[config.mk]
export PLATFORM = sky130hd
export DESIGN_NAME = mtm_alu_serializer
export DESIGN_NICKNAME = d
export VERILOG_FILES = /design/src/rtl/mtm_alu_serializer.sv
export SDC_FILE = /design/constraint.sdc
export NUM_CORES = 1
export LEC_CHECK = 0
export CAP_MARGIN = 40
export CORE_MARGIN = 2
export CORE_UTILIZATION = 45
export CTS_CLUSTER_SIZE = 8
export DETAILED_ROUTE_END_ITERATION = 7
export HOLD_SLACK_MARGIN = 0.1
export PLACE_DENSITY = 0.65
export SYNTH_ARGS = -nofsm -noshare
export SYNTH_HDL_FRONTEND = slang
export SYNTH_SLANG_ARGS = --single-unit
[constraint.sdc]
create_clock -name clk -period 3.4 [get_ports clk]
set_input_delay 0.51 -clock clk [delete_from_list [all_inputs] [get_ports clk]]
set_output_delay 0.51 -clock clk [all_outputs]
set_load 0.05 [all_outputs]
[src/rtl/mtm_alu_serializer.sv]
// Output stage of the mtm ALU: turns one result or error report into the serial response on sout.
// Optional build macro MTM_ALU_SER_GAP_EN inserts one idle bit between frames of a data packet.
module mtm_alu_serializer (
  input  logic        clk,
  input  logic        rst,
  input  logic        tx_valid,
  input  logic        err_valid,
  input  logic [31:0] data_C,
  input  logic [3:0]  flags,
  input  logic [5:0]  err_flags,
  output logic        tx_ready,
  output logic        sout
);

  typedef enum logic [1:0] {
    IDLE = 2'd0,
    SEND = 2'd1,
    GAP  = 2'd2
  } state_t;

  state_t      state, state_nxt;
  logic [54:0] shreg, shreg_nxt;
  logic [5:0]  bit_cnt, bit_cnt_nxt;
  logic        sout_nxt;
  logic        tx_ready_nxt;

`ifdef MTM_ALU_SER_GAP_EN
  logic [3:0]  frame_pos, frame_pos_nxt;
`endif

  logic [2:0]  crc_w;
  logic        parity_w;
  logic [54:0] data_pkt;
  logic [54:0] err_pkt;

  // CRC-3, x^3+x+1, init 000, message consumed MSB-first
  function automatic logic [2:0] crc3(input logic [36:0] msg);
    logic [2:0] crc;
    logic       fb;
    crc = '0;
    for (int unsigned i = 0; i < 37; i++) begin
      fb  = crc[2] ^ msg[36 - i];
      crc = {crc[1], crc[0] ^ fb, fb};
    end
    return crc;
  endfunction

  function automatic logic [10:0] frame(input logic typ, input logic [7:0] payload);
    return {1'b0, typ, payload, 1'b1};
  endfunction

  always_comb begin
    crc_w    = crc3({data_C, 1'b0, flags});
    parity_w = ^{1'b1, err_flags};
    data_pkt = {frame(1'b0, data_C[31:24]),
                frame(1'b0, data_C[23:16]),
                frame(1'b0, data_C[15:8]),
                frame(1'b0, data_C[7:0]),
                frame(1'b1, {1'b0, flags, crc_w})};
    err_pkt  = {frame(1'b1, {1'b1, err_flags, parity_w}), 44'd0};
  end

  always_ff @(posedge clk or posedge rst) begin
    if (rst) begin
      state    <= IDLE;
      shreg    <= '0;
      bit_cnt  <= '0;
      sout     <= 1'b1;
      tx_ready <= 1'b1;
`ifdef MTM_ALU_SER_GAP_EN
      frame_pos <= '0;
`endif
    end else begin
      state    <= state_nxt;
      shreg    <= shreg_nxt;
      bit_cnt  <= bit_cnt_nxt;
      sout     <= sout_nxt;
      tx_ready <= tx_ready_nxt;
`ifdef MTM_ALU_SER_GAP_EN
      frame_pos <= frame_pos_nxt;
`endif
    end
  end

  // The first bit goes straight into the sout flop at load, so bit_cnt counts
  // the remaining bits including the one currently on the line.
  always_comb begin
    state_nxt    = state;
    shreg_nxt    = shreg;
    bit_cnt_nxt  = bit_cnt;
    sout_nxt     = sout;
    tx_ready_nxt = tx_ready;
`ifdef MTM_ALU_SER_GAP_EN
    frame_pos_nxt = frame_pos;
`endif

    case (state)
      IDLE: begin
        sout_nxt     = 1'b1;
        tx_ready_nxt = 1'b1;
        if (err_valid) begin
          sout_nxt     = err_pkt[54];
          shreg_nxt    = {err_pkt[53:0], 1'b0};
          bit_cnt_nxt  = 6'd11;
          tx_ready_nxt = 1'b0;
          state_nxt    = SEND;
`ifdef MTM_ALU_SER_GAP_EN
          frame_pos_nxt = '0;
`endif
        end else if (tx_valid) begin
          sout_nxt     = data_pkt[54];
          shreg_nxt    = {data_pkt[53:0], 1'b0};
          bit_cnt_nxt  = 6'd55;
          tx_ready_nxt = 1'b0;
          state_nxt    = SEND;
`ifdef MTM_ALU_SER_GAP_EN
          frame_pos_nxt = '0;
`endif
        end
      end

      SEND: begin
        tx_ready_nxt = 1'b0;
        if (bit_cnt == 6'd1) begin
          sout_nxt     = 1'b1;
          tx_ready_nxt = 1'b1;
          bit_cnt_nxt  = '0;
          state_nxt    = IDLE;
`ifdef MTM_ALU_SER_GAP_EN
        end else if (frame_pos == 4'd10) begin
          // stop bit just finished and more frames follow: idle one bit
          sout_nxt    = 1'b1;
          bit_cnt_nxt = bit_cnt - 6'd1;
          state_nxt   = GAP;
`endif
        end else begin
          sout_nxt    = shreg[54];
          shreg_nxt   = {shreg[53:0], 1'b0};
          bit_cnt_nxt = bit_cnt - 6'd1;
`ifdef MTM_ALU_SER_GAP_EN
          frame_pos_nxt = frame_pos + 4'd1;
`endif
        end
      end

`ifdef MTM_ALU_SER_GAP_EN
      GAP: begin
        tx_ready_nxt  = 1'b0;
        sout_nxt      = shreg[54];
        shreg_nxt     = {shreg[53:0], 1'b0};
        frame_pos_nxt = '0;
        state_nxt     = SEND;
      end
`endif

      default: begin
        sout_nxt     = 1'b1;
        tx_ready_nxt = 1'b1;
        state_nxt    = IDLE;
      end
    endcase
  end

endmodule
After elaboration in Yosys (flattened, before gate mapping)
Index checks and enable logic that the tools add are counted.

storage, ports and cells
  register bits after elaboration = 65
  bits of input ports = 46
  output and inout bits = 2
  logic and storage cells = 105

cells by class
  add/subtract/negate cells = 1
  eq/ne operators = 5
  muxes and demuxes = 18
  bitwise gates (word level) = 70
  reduce and logical (&&, ||, !) cells = 6

operators by type and width
  operator             count
  $mux 55              3
  $pmux 55 s2          1
  $xor 1x1->1          70
  $mux 6               3
  $pmux 6 s2           1
  $reduce_xor 7->1     1
  $eq 6x1->1 const B   1
  $mux 2               3
  $sub 6x1->6 const B  1
  $mux 1               4
  $ne 2x2->1 const B   2
  $pmux 1 s2           2
  $pmux 2 s2           1
  $reduce_and 2->1     2
  $ne 3x3->1 const B   1
  $reduce_and 3->1     1
  $eq 2x1->1 const B   1
  $logic_not 2->1      1
  $reduce_bool 2->1    1

Logic depth before layout (Yosys ltp)
  word-level depth = 38
  mapped depth = 9
  depth with buffers taken out = 8

Worst setup path after synthesis
OpenSTA, ideal clock, no wires.

  path type = input-to-reg
  start point = in data_C[18]
  end point = reg shreg[3]
  arrival = 1839 ps
  slack = 1418 ps
  stages on the path = 6
  path through = xnor3_1 xnor2_2 xnor3_2 xnor2_1 xnor2_1 a21oi_1

between the ends
  longest elaborated chain between the ends = 27

ends and longest elaborated chain
  what                  line  source
  start, declared       8     input logic [31:0] data_C,
  $xor 1x1->1 *         42    fb = crc[2] ^ msg[36 - i];
  $xor 1x1->1           43    crc = {crc[1], crc[0] ^ fb, fb};
  $xor 1x1->1           42
  $xor 1x1->1           43
  $xor 1x1->1           42
  $xor 1x1->1           43
  $xor 1x1->1           42
  $xor 1x1->1           43
  (+11 left out)        --
  $xor 1x1->1           43
  $xor 1x1->1           42
  $xor 1x1->1           43
  $xor 1x1->1           42
  $xor 1x1->1 *         43
  $mux 55 *             110   end else if (tx_valid) begin
  $mux 55 *             101   if (err_valid) begin
  $pmux 55 s2 *         97    case (state)
  end signal, assigned  75    shreg <= shreg_nxt;
  end, declared         22    logic [54:0] shreg, shreg_nxt;

Mark *: on every way between the ends. The rest lies on a longest branch, timed or not. The select of a mux whose other input is x is not followed.
A chain may end at the register's enable or synchronous reset.

Worst setup path in the final report
Ends and elaborated chain as after synthesis.

==> run summary <==
Outcome = finished clean
Most frequent CP cell = xnor2_1
Leakage Power = 1.69 nW
Slew HR = 0.531
Synth Warn # = 0
CP endpoint kind = register
PwrDens = 855 nW/µm²
Number of diodes = 0
I/O pin total = 48
Top post-synthesis cells by area = dfrtp_1 47%, xnor2_1 7.8%, o21ai_1 7.4%
Dpl hpwl = 5370 µm
Slowest stage delay, CP = 0.49 ns
Layout Skew = 0.00770 ns
Slew at the pin with the worst max-slew slack = 0.701 ns
TritonCTS clock tree = done
Number of synthesized flops with an enable pin = 0
Routability cong. = 0.848
PortBufs = 47
Critical path cell sequence = clkdlybuf4s50_1 > xnor3_1 > xnor2_2 > xnor3_2 > xnor2_1 > xnor2_1 > a21oi_1
Syn avg cell area = 9.41 µm²
Worst endpoint required time = 3.59 ns
Starting Density = 0.456
H-tree depth = 3
Peak Freq = 0.443 GHz
Worst Setup Start Kind = input port
Via count = 2616
Total wire length = 7550 µm
RSZ-0062 raised after global routing = no
Sink Count = 63
Cell taking the most area after synthesis = dfrtp_1
Fill cells = 660
Slew Viols, Final = 0
CTS Hold Bufs = 0
Clk_lat worst skew = 0.34 ns
Die area = 7930 µm²
Core Area = 7140 µm²
Tmin final = 2.26 ns
Final std cells w/o fill = 494
Final Hold Vio Count = 0
Wirelength per Cell = 15.3 µm
Worst VDD drop = 0.381 mV
Synth cell types = 33
First-pass GRT wire length = 12800 µm
Die height = 89.1 µm
Register-to-register setup slack = 1.21 ns
Post-synth ARST share = 1.00
Largest net degree at the start of global routing = 43
Number of global-route vias before repair = 2576
Layout Nets = 438
Worst-case clock buffer depth = 2
Setup violation total in the final timing report = 0
# DRC = 0
Violation count after the first detailed-routing iteration = 200
GR Util All Layers = 0.212
Post-synth top cells = 61 x dfrtp_1, 61 x nand2_1, 48 x o21ai_1
Clock-pin slew on the worst setup and hold paths = 0.07 ns
Post-CTS setup buffers = 0
Slowest CP cell = clkdlybuf4s50_1
Layout Area Growth over Synthesis = 24.4%
Post-synthesis sequential area ratio = 0.485
TNS Setup = 0 ns
Final core occ = 0.567
Overflow after GRT = 0
Crit Path Max Fanout = 2
Syn Inst Count = 346
WHS = 0.489 ns
Min-Delay Path Class = reg -> reg
Post-synth top flop = dfrtp_1
DIE WIDTH = 89.1 µm
Syn Std Cell Area = 3260 µm²
Routed Antenna Nets = 0
Area share of the largest cell type after synthesis = 0.469
Share of cells above drive strength 1 = 0.0911
Vias per cell = 5.30
MaxCap Viol Count = 0
Placed cells = 478
Fin crit share = 0.664
FP Rows = 31
Worst EP arrival = 2.45 ns
First-pass detailed-route iteration total = 4
Clk root buf = clkbuf_8
Total CTS buffers = 9
Syn_nets = 394
CP Class = in -> reg
Antenna violations before repair = 0
Resized cells post-CTS = 0
Seq cells post-synth = 63
## logic make-up after synthesis
family / share of synthesized area
AND/OR/NAND/NOR: 0.130
multiplexers: 0.0184
buffers and inverters: 0.0334
AO/OA/AOI/OAI: 0.189
XOR/XNOR: 0.136
adder cells (fa/ha/maj): 0.00769
flip-flops: 0.485
## power breakdown
group / total (mW) / internal, mW / switching [mW]
logic: 1.49 / 0.624 / 0.861
registers: 1.30 / 1.09 / 0.205
clock network: 0.680 / 0.361 / 0.319
total: 3.46 / 2.08 / 1.38
## sequential cells by signal, summed over array words and instances, names as in the netlist
name,count
tx_ready,1
bit_cnt,6
sout,1
state,1
shreg,54
## layout by cell type, fill, tap and decap left out, types with 3 or more instances in the layout
cell,count
nor2_1,21
o21ai_1,48
dfrtp_1,61
nand3_1,3
a22oi_1,30
buf_4,8
nand2_1,61
clkbuf_8,10
inv_2,3
xor2_1,3
o21ai_0,3
a21oi_1,13
xnor3_1,4
clkdlybuf4s50_1,47
inv_1,3
nor3_1,10
mux2i_1,6
xnor2_1,29
## through the flow
step | setup slack, ns | area (µm²) | total power [mW]
4_1_cts | 1.15 | 4050 | 3.48
3_5_place_dp | 0.797 | 3840 | 2.81
3_3_place_gp | 0.819 | 3830 | 2.75
5_1_grt | 0.898 | 4050 | 3.74
2_1_floorplan | 1.32 | 3260 | 2.41
6_report | 1.14 | 4050 | 3.46
## cell type report
cell class	instances	area, µm²	share of cell area
sequential	63	1580	0.390
multi-input combinational	254	1580	0.389
timing repair buffer	56	542	0.134
clock buffer	10	138	0.0340
tap	99	124	0.0306
clock inverter	6	67.6	0.0167
inverter	6	22.5	0.00556
## routing by layer
metal / part of all wire / GRT usage / vias up
met3: 0.047 / 0.0471 / 16
met1: 0.48 / 0.297 / 1257
met5: 0 / 0 / -
li1: - / - / 1288
met2: 0.45 / 0.320 / 55
met4: 0.020 / 0.0882 / 0
## worst paths after layout
| kind | start | end | cells after the start |
|---|---|---|---|
| max | data_C[18] | shreg[3]$_DFFE_PP0P_ | 7 |
| min | shreg[47]$_DFFE_PP0P_ | shreg[47]$_DFFE_PP0P_ | 2 |
| max reg2reg | bit_cnt[3]$_DFFE_PP0P_ | shreg[30]$_DFFE_PP0P_ | 7 |
| min reg2reg | shreg[47]$_DFFE_PP0P_ | shreg[47]$_DFFE_PP0P_ | 2 |
| max in group asynchronous | rst | tx_ready$_DFF_PP1_ | 3 |
| min in group asynchronous | rst | bit_cnt[2]$_DFFE_PP0P_ | 2 |
## critical path: cells and delay by family
kind            cells  cell delay (ns)
compound gates      1             0.08
buf+inv             1             0.49
xor+xnor            5             1.37
(Power assumes the default switching activity.)
